### config.mk
export PLATFORM = sky130hd
export DESIGN_NAME = red_pitaya_slew_lim
export DESIGN_NICKNAME = d
export VERILOG_FILES = /design/src/rtl/red_pitaya_slew_lim.sv
export SDC_FILE = /design/constraint.sdc
export NUM_CORES = 1
export LEC_CHECK = 0
export BUFFER_PORTS_ARGS = -buffer_cell sky130_fd_sc_hd__buf_2
export CAP_MARGIN = 20
export CORE_ASPECT_RATIO = 1.2
export CORE_MARGIN = 3
export CORE_UTILIZATION = 60
export CTS_CLUSTER_DIAMETER = 200
export DETAILED_ROUTE_END_ITERATION = 10
export PLACE_DENSITY = 0.85
export SYNTH_ARGS = -nofsm -noshare
export SYNTH_HDL_FRONTEND = slang
export SYNTH_SLANG_ARGS = --single-unit
### constraint.sdc
create_clock -name clk_i -period 13.9 [get_ports clk_i]
set_input_delay 2.085 -clock clk_i [delete_from_list [all_inputs] [get_ports clk_i]]
set_output_delay 2.085 -clock clk_i [all_outputs]
set_load 0.05 [all_outputs]
### src/rtl/red_pitaya_slew_lim.sv
// Dual-channel output slew-rate limiter with bus-programmable step, hold and bypass.
// Optional macro SLEW_LIM_OFFSET_EN adds a saturating per-channel offset stage (reg 0x1C).
module red_pitaya_slew_lim #(
  parameter int unsigned DW = 14,
  parameter int unsigned PW = 16
)(
  input  logic          clk_i,
  input  logic          rstn_i,
  input  logic [DW-1:0] dat_a_i,
  input  logic [DW-1:0] dat_b_i,
  output logic [DW-1:0] dat_a_o,
  output logic [DW-1:0] dat_b_o,
  input  logic [31:0]   sys_addr,
  input  logic [31:0]   sys_wdata,
  input  logic [3:0]    sys_sel,
  input  logic          sys_wen,
  input  logic          sys_ren,
  output logic [31:0]   sys_rdata,
  output logic          sys_err,
  output logic          sys_ack
);

  logic [3:0]    ctrl;
  logic [DW-2:0] step_a;
  logic [DW-2:0] step_b;
  logic [PW-1:0] presc;
  logic [PW-1:0] cnt;
  logic          tick;
  logic [DW-1:0] lim_a;
  logic [DW-1:0] lim_b;
  logic [31:0]   off_rd;
  logic [31:0]   rd_mux;
  logic          busy_a;
  logic          busy_b;
  logic [19:0]   addr;

  logic unused_bits;
  assign unused_bits = &{1'b0, sys_sel, sys_addr[31:20], sys_wdata};

  assign addr    = sys_addr[19:0];
  assign sys_err = 1'b0;

  always_ff @(posedge clk_i or negedge rstn_i) begin
    if (!rstn_i) begin
      ctrl   <= '0;
      step_a <= '0;
      step_b <= '0;
      presc  <= '0;
    end else if (sys_wen) begin
      case (addr)
        20'h00:  ctrl   <= sys_wdata[3:0];
        20'h04:  step_a <= sys_wdata[DW-2:0];
        20'h08:  step_b <= sys_wdata[DW-2:0];
        20'h0C:  presc  <= sys_wdata[PW-1:0];
        default: ;
      endcase
    end
  end

  assign tick = (cnt == presc);

  always_ff @(posedge clk_i or negedge rstn_i) begin
    if (!rstn_i)
      cnt <= '0;
    else if ((sys_wen && addr == 20'h0C) || tick)
      cnt <= '0;
    else
      cnt <= cnt + PW'(1);
  end

  // Difference kept in DW+1 bits so a full-scale swing cannot overflow; steps never overshoot.
  function automatic logic [DW-1:0] slew_next(
    input logic [DW-1:0] cur,
    input logic [DW-1:0] tgt,
    input logic [DW-2:0] step,
    input logic          ena,
    input logic          hold,
    input logic          tk
  );
    logic [DW:0] diff;
    logic [DW:0] mag;
    diff = {tgt[DW-1], tgt} - {cur[DW-1], cur};
    mag  = diff[DW] ? (~diff + (DW+1)'(1)) : diff;
    slew_next = cur;
    if (hold)
      slew_next = cur;
    else if (!ena)
      slew_next = tgt;
    else if (tk) begin
      if (mag <= {2'b00, step})
        slew_next = tgt;
      else if (diff[DW])
        slew_next = cur - {1'b0, step};
      else
        slew_next = cur + {1'b0, step};
    end
  endfunction

  always_ff @(posedge clk_i or negedge rstn_i) begin
    if (!rstn_i) begin
      lim_a <= '0;
      lim_b <= '0;
    end else begin
      lim_a <= slew_next(lim_a, dat_a_i, step_a, ctrl[0], ctrl[2], tick);
      lim_b <= slew_next(lim_b, dat_b_i, step_b, ctrl[1], ctrl[3], tick);
    end
  end

  assign busy_a = (lim_a != dat_a_i);
  assign busy_b = (lim_b != dat_b_i);

`ifdef SLEW_LIM_OFFSET_EN
  logic [DW-1:0] off_a;
  logic [DW-1:0] off_b;

  always_ff @(posedge clk_i or negedge rstn_i) begin
    if (!rstn_i) begin
      off_a <= '0;
      off_b <= '0;
    end else if (sys_wen && addr == 20'h1C) begin
      off_a <= sys_wdata[DW-1:0];
      off_b <= sys_wdata[16+DW-1:16];
    end
  end

  function automatic logic [DW-1:0] sat_add(input logic [DW-1:0] a, input logic [DW-1:0] b);
    logic [DW:0] s;
    s = {a[DW-1], a} + {b[DW-1], b};
    if (s[DW] != s[DW-1])
      sat_add = s[DW] ? {1'b1, {(DW-1){1'b0}}} : {1'b0, {(DW-1){1'b1}}};
    else
      sat_add = s[DW-1:0];
  endfunction

  always_ff @(posedge clk_i or negedge rstn_i) begin
    if (!rstn_i) begin
      dat_a_o <= '0;
      dat_b_o <= '0;
    end else begin
      dat_a_o <= sat_add(lim_a, off_a);
      dat_b_o <= sat_add(lim_b, off_b);
    end
  end

  assign off_rd = {{(16-DW){off_b[DW-1]}}, off_b, {(16-DW){off_a[DW-1]}}, off_a};
`else
  assign dat_a_o = lim_a;
  assign dat_b_o = lim_b;
  assign off_rd  = '0;
`endif

  always_comb begin
    rd_mux = '0;
    case (addr)
      20'h00:  rd_mux = {28'h0, ctrl};
      20'h04:  rd_mux = {{(33-DW){1'b0}}, step_a};
      20'h08:  rd_mux = {{(33-DW){1'b0}}, step_b};
      20'h0C:  rd_mux = {{(32-PW){1'b0}}, presc};
      20'h10:  rd_mux = {{(32-DW){dat_a_o[DW-1]}}, dat_a_o};
      20'h14:  rd_mux = {{(32-DW){dat_b_o[DW-1]}}, dat_b_o};
      20'h18:  rd_mux = {30'h0, busy_b, busy_a};
      20'h1C:  rd_mux = off_rd;
      default: rd_mux = '0;
    endcase
  end

  always_ff @(posedge clk_i or negedge rstn_i) begin
    if (!rstn_i) begin
      sys_ack   <= 1'b0;
      sys_rdata <= '0;
    end else begin
      sys_ack   <= sys_wen | sys_ren;
      sys_rdata <= sys_ren ? rd_mux : '0;
    end
  end

endmodule

==> results_dict.tcl, run 1 <==
set metrics [dict create \
    fmax_mhz 136.0 \
    place_worst_setup_slack_ns 6.220 \
    power_density_mw_per_mm2 83.93 \
    drc_errors 0 \
    drt_iter0_drc 674 \
    tns_ns 0 \
    hold_viol_final 0 \
    syn_to_final_growth_pct 10.85 \
    path_max_fanout 27 \
    worstSkewPairLatency_ns 0.37 \
    finalPower_mw 0.8735 \
    dp_hpwl_mm 19.81 \
    reg2reg_from "dat_b_o[5]" \
    ios 162 \
    drive_above_1_share_pct 18.88 \
    path_buf_inv 4 \
    portBuffers 128 \
    ys_seq_area_share_pct 28.78 \
    vdd_drop_max_v 0.00005692 \
    path_cells "buf_2, inv_1, ha_1, inv_1, fa_1, a21o_1, a21oi_2, o211a_1, o21bai_1, a2111oi_0, a21oi_2, buf_4, nor2b_1, xnor2_1, ha_1, o21a_1, o21ai_0, a2111oi_0, nor3_1, a211oi_1, a31oi_1, xnor2_1, nor4b_1, or3_1" \
    power.leakage_nw 5.084 \
    place_inst 1353 \
    grt_usage_pct 29.68 \
    hold_start "step_b[1]" \
    row_count 49 \
    cts_tree "done" \
    cts.repair.resized 0 \
    place.gp.congestion 0.9383 \
    stdcell_count 1369 \
    worstSetupPathType "input port to flip-flop" \
    slowest_stage "a2111oi_0" \
    post_cts_buffers 0 \
    synthDistinctLibCells 73 \
    critical_path.startpoint "dat_a_i[0]" \
    critPathRequiredTime_ns 14.14 \
    tightest_slew_ns 1.016 \
    postCtsHoldBufs 0 \
    setup_ws_ns 6.547 \
    ys_async_sr_fraction_pct 100.0 \
    clock-sinks 108 \
    drt_wl_total_mm 25.12 \
    antenna_found_initial 0 \
    drv_slew 0 \
    hold_path_class "flip-flop to flip-flop" \
    antenna_cells 0 \
    layout_common_cells "buf_2 (127), dfrtp_1 (108), inv_1 (86), ha_1 (85), nor2_1 (83)" \
    synth_top_area_share_pct 28.78 \
    grt.overflow.total 0 \
    cp_slowest_stage_delay_ns 0.73 \
    first_pass_iters 5 \
    setup_viol 0 \
    synth_area_leaders "dfrtp_1 (29%), ha_1 (11%), xnor2_1 (6.8%)" \
    slew_headroom_pct 32.00 \
    routedWlPerCell_um 18.35 \
    die_y_um 143.0 \
    coreArea_mm2 0.01514 \
    grt_first_pass_wirelength_mm 41.06 \
    ant_nets 0 \
    cp.arrival_ns 7.60 \
    cts_root_buffer "clkbuf_16" \
    clk_pin_slew_ns 0.07 \
    cts.path.max_buffers 2 \
    crit_family "compound AO/OA/AOI/OAI gates" \
    status "finished clean" \
    cp-end-kind "flip-flop" \
    vias 8452 \
    netlist_instances 1057 \
    synthesis.area_mm2 0.009389 \
    cts_buffers 9 \
    grt_pass1_vias 8486 \
    vias_per_cell 6.174 \
    ys_seq_elements 108 \
    htreeDepth 3 \
    finalCritPeriodShare_pct 52.90 \
    syn_avg_cell_area_um2 8.883 \
    fin_crit_ns 7.353 \
    yosysWarnings 0 \
    dieArea_mm2 0.01719 \
    syn_nets 1246 \
    synth_edf_count 0 \
    synth-main-ff-cell "dfrtp_1" \
    die_x_um 120.2 \
    finalNetCount 1349 \
    grt_max_degree 61 \
    layout_commonest_cell "buf_2" \
    final.setup_skew_ns 0.006636 \
    max_cap_viol_count 0 \
    synth.largest_area_cell "dfrtp_1" \
    initial_core_util_pct 62.00 \
    worstSetupStartpointType "input port" \
    rsz0062_at_grt "false" \
]
-- final cells by class --
cell class | instances | area [um2]
clock buffer | 9 | 225.2
clock inverter | 7 | 76.32
fill | 1230 | 4736
inverter | 86 | 322.8
multi-input combinational | 821 | 6137
sequential | 108 | 2703
tap | 204 | 255.2
timing repair buffer | 134 | 688.2
-- worst reg2reg max path, delay by kind of cell (launching register included) --
family | cells | cell delay (ns)
XOR/XNOR | 2 | 0.30
AO/OA/AOI/OAI | 11 | 3.11
flip-flops | 1 | 0.46
AND/OR/NAND/NOR | 4 | 0.93
adder cells (fa/ha/maj) | 2 | 0.69
buffers and inverters | 2 | 0.36
-- metal layers --
layer | up-vias | part of all wire (%) | track usage [%]
met2 | 295 | 53 | 55.83
li1 | 4005 | - | -
met4 | 0 | 3.6 | 12.18
met5 | - | 0 | 0
met1 | 4087 | 39 | 34.08
met3 | 65 | 4.6 | 3.447
-- sequential cells by signal, summed over array words and instances, names as in the netlist --
register / cells
step_a: 13
dat_b_o: 14
ctrl: 4
dat_a_o: 14
cnt: 16
sys_ack: 1
sys_rdata: 17
presc: 16
step_b: 13
-- cell usage after synthesis, types with 5 or more instances --
cell / instances
xor2_1: 40
mux2_2: 50
buf_1: 5
buf_4: 17
xnor2_1: 73
mux2i_1: 26
nand3_1: 25
a21oi_1: 42
or3_1: 9
nor3_1: 30
o21ai_0: 49
a222oi_1: 13
o21ai_1: 14
a22oi_1: 12
inv_1: 86
nand2_1: 68
ha_1: 85
o31ai_1: 9
and3_1: 12
a21o_1: 20
nand2b_1: 11
clkbuf_1: 17
or2_2: 5
nand4_1: 15
a211oi_1: 6
dfrtp_1: 108
a31oi_1: 9
o21a_1: 9
and2_1: 5
nor2_1: 83
nor4_1: 12
nor2b_1: 13
-- logic make-up (layout without fill, tap and decap cells) --
logic type / Yosys count / in the layout / synth area share, %
compound gates: 236 / 236 / 17.32
xor+xnor: 113 / 113 / 10.54
fa+ha+maj: 89 / 89 / 12.18
buf+inv: 128 / 236 / 5.997
flops: 108 / 108 / 28.78
mux: 78 / 78 / 9.248
other cells: 1 / 1 / 0.03994
simple gates: 304 / 304 / 15.88
-- final timing paths --
check,end,slack [ns],cells past startpoint
setup / recovery,dat_a_o[13],6.55,24
hold / removal,step_b[1],0.51,1
setup reg to reg,dat_b_o[13],7.95,21
hold reg to reg,step_b[1],0.51,1
max in group asynchronous,dat_a_o[0],10.95,2
min in group asynchronous,presc[15],1.73,1
-- stage by stage --
stage / instance area (um2) / util [%] / hold slack [ns]
5_1_grt: 10410 / 68.73 / 0.5504
6_report: 10410 / 68.73 / 0.5101
3_5_place_dp: 10110 / 66.74 / 0.4942
2_1_floorplan: 9389 / - / 0.4793
4_1_cts: 10410 / 68.73 / 0.5105
3_3_place_gp: 10110 / 66.74 / 0.4879
-- where the power goes --
group / switching (mW) / leakage (nW) / internal (mW)
combinational: 0.167 / 3.50 / 0.113
clock: 0.126 / 0.142 / 0.141
sequential: 0.00788 / 1.44 / 0.318
Note: power is estimated with default switching activity, not from simulation.
==> inputs of run 2 (changes only) <==
--- a/config.mk
+++ b/config.mk
@@ -9,10 +9,10 @@
 export CAP_MARGIN = 20
 export CORE_ASPECT_RATIO = 1.2
 export CORE_MARGIN = 3
-export CORE_UTILIZATION = 60
+export CORE_UTILIZATION = 52
 export CTS_CLUSTER_DIAMETER = 200
 export DETAILED_ROUTE_END_ITERATION = 10
-export PLACE_DENSITY = 0.85
+export PLACE_DENSITY = 0.78
 export SYNTH_ARGS = -nofsm -noshare
 export SYNTH_HDL_FRONTEND = slang
 export SYNTH_SLANG_ARGS = --single-unit
==> constraint.sdc (replaced) <==
create_clock -name clk_i -period 6.3 [get_ports clk_i]
set_input_delay 0.945 -clock clk_i [delete_from_list [all_inputs] [get_ports clk_i]]
set_output_delay 0.945 -clock clk_i [all_outputs]
set_load 0.05 [all_outputs]
==> results_dict.tcl, run 2 (synthesis gave the netlist of run 1 again) <==
set metrics [dict create \
    worstSetupStartpointType "input port" \
    r2r_end "dat_a_o[13]" \
    status "finished clean" \
    tns_ns 0 \
    dp_hpwl_mm 19.94 \
    worstSetupPathType "input port to flip-flop" \
    reg2reg_from "dat_a_o[0]" \
    fin_crit_ns 5.886 \
    setup_viol 0 \
    ios 162 \
    final.setup_skew_ns 0.009117 \
    place.gp.congestion 0.9609 \
    cts_root_buffer "clkbuf_16" \
    path_max_fanout 8 \
    vias 8371 \
    cts.path.max_buffers 2 \
    grt_usage_pct 24.95 \
    worstSkewPairLatency_ns 0.36 \
    cts.repair.resized 0 \
    stdcell_count 1394 \
    largest-register "sys_rdata" \
    postCtsHoldBufs 0 \
    critical_path.startpoint "dat_a_i[0]" \
    num-fill-cells 1581 \
    largest_registers "sys_rdata: 17 flops, cnt: 16 flops, presc: 16 flops" \
    critPathRequiredTime_ns 6.54 \
    clk_pin_slew_ns 0.07 \
    cp.arrival_ns 6.12 \
    multi_input_area_mm2 0.006137 \
    drt_iter0_drc 413 \
    vdd_drop_max_v 0.0001334 \
    r2r_slack_ns 0.68 \
    ant_nets 0 \
    die_x_um 128.7 \
    max_cap_viol_count 0 \
    rsz0062_at_grt "false" \
    drc_errors 0 \
    vias_per_cell 6.005 \
    htreeDepth 3 \
    row_count 53 \
    antenna_found_initial 0 \
    drive_above_1_share_pct 19.42 \
    finalCritPeriodShare_pct 93.42 \
    drt_wl_total_mm 24.79 \
    clock-sinks 108 \
    finalNetCount 1358 \
    routedWlPerCell_um 17.78 \
    cp-end-kind "flip-flop" \
    place_inst 1378 \
    hold_path_class "flip-flop to flip-flop" \
    dieArea_mm2 0.01971 \
    antenna_cells 0 \
    drv_slew 0 \
    coreArea_mm2 0.01764 \
    first_pass_iters 5 \
    cp-endpoint "dat_a_o[13]" \
    tightest_slew_ns 1.081 \
    cts_tree "done" \
    power.leakage_nw 5.128 \
    cts_buffers 9 \
    largest_reg_flops 17 \
    fin_util_pct 59.39 \
    final_area_mm2 0.01048 \
    hold_viol_final 0 \
    grt_first_pass_wirelength_mm 39.76 \
    layout_commonest_cell "buf_2" \
    grt_max_degree 65 \
    slew_headroom_pct 27.59 \
    portBuffers 128 \
    initial_core_util_pct 53.23 \
    syn_to_final_growth_pct 11.58 \
    grt_pass1_vias 8222 \
    die_y_um 153.2 \
    placed_area_mm2 0.01021 \
    worstRegToRegCells 22 \
    fmax_mhz 169.9 \
    grt.overflow.total 0 \
    post_cts_buffers 0 \
    power_density_mw_per_mm2 179.9 \
    layout_common_cells "buf_2 (127), dfrtp_1 (108), inv_1 (86), ha_1 (85), nor2_1 (83)" \
    regArea_mm2 0.002703 \
]
==> run 2: area by class of cell <==
class | instances | share of cell area (%)
clock buffer | 11 | 2.317
clock inverter | 5 | 0.2627
inverter | 86 | 3.081
multi-input combinational | 821 | 58.58
sequential | 108 | 25.80
tap | 220 | 2.627
timing repair buffer | 143 | 7.333
==> run 2: worst min-delay path by stage <==
stage,from,endpoint,slack [ns],cells after the start
6_report,step_b[1],step_b[1],0.51,1
5_1_grt,step_b[1],step_b[1],0.52,1
2_1_floorplan,step_b[1],step_b[1],0.48,1
3_5_place_dp,step_b[1],step_b[1],0.49,1
3_3_place_gp,step_b[1],step_b[1],0.49,1
4_1_cts,step_b[1],step_b[1],0.51,1
==> run 2: metrics by stage <==
step / total power, mW / setup slack, ns / hold slack (ns)
6_report: 1.885 / 0.4144 / 0.5107
5_1_grt: 1.983 / 0.2016 / 0.5228
2_1_floorplan: 1.178 / 0.7182 / 0.4793
4_1_cts: 1.886 / 0.4252 / 0.5099
3_5_place_dp: 1.346 / 0.06778 / 0.4938
3_3_place_gp: 1.332 / 0.1941 / 0.4884
==> run 2: power breakdown <==
part	internal, mW	switching [mW]	leakage, nW
Sequential	0.702	0.0174	1.44
Clock	0.277	0.267	0.135
Combinational	0.254	0.367	3.55
Total	1.23	0.652	5.13
==> run 2: layer usage <==
layer | share of wire, % | GRT usage (%) | wire, um | vias to the layer above
met5 | 0 | 0 | 0 | -
met4 | 3.3 | 10.31 | 823 | 0
met3 | 3.6 | 1.608 | 880 | 58
li1 | - | - | - | 4027
met1 | 41 | 29.24 | 10090 | 4044
met2 | 52 | 46.32 | 12990 | 242
==> run 2: worst max-delay path: stages <==
cell	delay, ns
buf_2	0.09
inv_1	0.07
ha_1	0.17
inv_1	0.06
fa_1	0.40
a21o_1	0.22
a21oi_2	0.18
o211a_1	0.20
o21bai_1	0.12
a2111oi_0	0.60
a21oi_2	0.23
nor2b_1	0.21
xnor2_1	0.12
ha_1	0.32
o21a_1	0.14
o21ai_0	0.15
a2111oi_0	0.49
buf_4	0.20
nor3_1	0.05
a211oi_1	0.29
a31oi_1	0.15
xnor2_1	0.27
nor3_1	0.07
or3_1	0.37
==> inputs of run 3 (changes only) <==
--- a/config.mk
+++ b/config.mk
@@ -13,6 +13,7 @@
 export CTS_CLUSTER_DIAMETER = 200
 export DETAILED_ROUTE_END_ITERATION = 10
 export PLACE_DENSITY = 0.78
+export REMOVE_ABC_BUFFERS = 1
 export SYNTH_ARGS = -nofsm -noshare
 export SYNTH_HDL_FRONTEND = slang
 export SYNTH_SLANG_ARGS = --single-unit
==> results_dict.tcl, run 3 (synthesis gave the netlist of run 1 again) <==
set metrics [dict create \
    status "finished clean" \
    grt_pass1_vias 8069 \
    drt_iter0_drc 466 \
    tns_ns 0 \
    layout_common_cells "buf_2 (127), dfrtp_1 (108), inv_1 (86), ha_1 (85), nor2_1 (83)" \
    layout_commonest_cell "buf_2" \
    cp.arrival_ns 6.15 \
    largest_reg_flops 17 \
    path_buf_inv 4 \
    grt_usage_pct 24.87 \
    drt_wl_total_mm 24.87 \
    crit_family "compound AO/OA/AOI/OAI gates" \
    dp_hpwl_mm 19.54 \
    hold_path_class "flip-flop to flip-flop" \
    rsz0062_at_grt "false" \
    die_x_um 128.7 \
    slew_headroom_pct 30.58 \
    path_max_fanout 9 \
    finalNetCount 1357 \
    drv_slew 0 \
    place.gp.congestion 0.8992 \
    power.leakage_nw 5.135 \
    postCtsHoldBufs 0 \
    grt_first_pass_wirelength_mm 39.52 \
    row_count 53 \
    cts.path.max_buffers 2 \
    setup_viol 0 \
    finalCritPeriodShare_pct 93.90 \
    ant_nets 0 \
    grt_max_degree 65 \
    largest-register "sys_rdata" \
    syn_to_final_growth_pct 12.11 \
    finalPower_mw 1.955 \
    coreArea_mm2 0.01764 \
    largest_registers "sys_rdata: 17 flops, cnt: 16 flops, presc: 16 flops" \
    drc_errors 0 \
    final.setup_skew_ns 0.007537 \
    vdd_drop_max_v 0.0001383 \
    cts_tree "done" \
    first_pass_iters 5 \
    hold_viol_final 0 \
    tightest_slew_ns 1.037 \
    grt.overflow.total 0 \
    path_cells "buf_2, inv_1, ha_1, inv_1, fa_1, a21o_1, a21oi_2, o211a_1, o21bai_1, a2111oi_0, a21oi_2, nor2b_1, xnor2_1, ha_1, o21a_1, o21ai_0, a2111oi_0, buf_4, nor3_1, a211oi_1, a31oi_1, xnor2_1, nor4b_1, or3_1" \
    fin_crit_ns 5.916 \
    worstSetupPathType "input port to flip-flop" \
    initial_core_util_pct 53.23 \
    clk_pin_slew_ns 0.07 \
    htreeDepth 3 \
    routedWlPerCell_um 17.86 \
    cp_slowest_stage_delay_ns 0.59 \
    dieArea_mm2 0.01971 \
    power_density_mw_per_mm2 185.7 \
    post_cts_buffers 0 \
    worstSkewPairLatency_ns 0.36 \
    fmax_mhz 169.0 \
    cp-end-kind "flip-flop" \
    ios 162 \
    cts_buffers 9 \
    worstSetupStartpointType "input port" \
    cts_root_buffer "clkbuf_16" \
    cts.repair.resized 0 \
    num-fill-cells 1555 \
    slowest_stage "a2111oi_0" \
    vias_per_cell 5.904 \
    portBuffers 128 \
    clock-sinks 108 \
    critPathRequiredTime_ns 6.54 \
    max_cap_viol_count 0 \
    vias 8224 \
    antenna_found_initial 1 \
    die_y_um 153.2 \
    drive_above_1_share_pct 19.28 \
]
-- run 3: path summary, 6_finish.rpt --
path,endpoint,slack (ns),startpoint,cells after the start
worst max-delay path,dat_a_o[13],0.38,dat_a_i[0],24
worst min-delay path,sys_rdata[15],0.54,presc[15],2
worst max register to register,dat_a_o[13],0.66,dat_a_o[0],22
worst min register to register,sys_rdata[15],0.54,presc[15],2
max in group asynchronous,cnt[6],4.48,rstn_i,2
min in group asynchronous,sys_rdata[13],0.58,rstn_i,1
-- run 3: layout make-up --
class                   instances  area (um2)  area share, %
clock inverters                 4       75.07         0.7132
inverters                      86       322.8          3.067
repair buffers                142       773.2          7.346
clock buffers                  11       232.7          2.211
well taps                     220       275.3          2.615
multi-input cells             821        6142          58.35
diodes                          1       2.502        0.02377
flip-flops and latches        108        2703          25.67
-- run 3: power breakdown --
part           internal [mW]  total [mW]  switching, mW
sequential             0.702       0.720         0.0176
clock                  0.347       0.615          0.267
combinational          0.256       0.621          0.365
total                   1.30        1.95          0.650
-- run 3: layer usage --
| layer | vias up | wire, um | GRT usage [%] |
|---|---|---|---|
| li1 | 4028 | - | - |
| met1 | 3924 | 10110 | 29.24 |
| met2 | 219 | 12990 | 45.75 |
| met3 | 53 | 965 | 1.573 |
| met4 | 0 | 809 | 10.96 |
| met5 | - | 0 | 0 |
-- run 3: worst min-delay path, stage by stage (launching register included) --
cell,delay [ns]
dfrtp_1,0.38
nand2_1,0.06
nand2_1,0.06
-- run 3: stage by stage --
| step | area, um2 | hold slack, ns | worst slack (ns) | cells | util, % |
|---|---|---|---|---|---|
| floorplan | 9149 | 0.4794 | 0.2459 | 1015 | - |
| global placement | 10220 | 0.4911 | 0.08647 | 1377 | 57.92 |
| detailed placement | 10220 | 0.5202 | 0.05503 | 1377 | 57.92 |
| CTS | 10520 | 0.5366 | 0.3714 | 1392 | 59.66 |
| global route | 10530 | 0.5584 | 0.1250 | 1393 | 59.68 |
| finish | 10530 | 0.5353 | 0.3843 | 1393 | 59.68 |
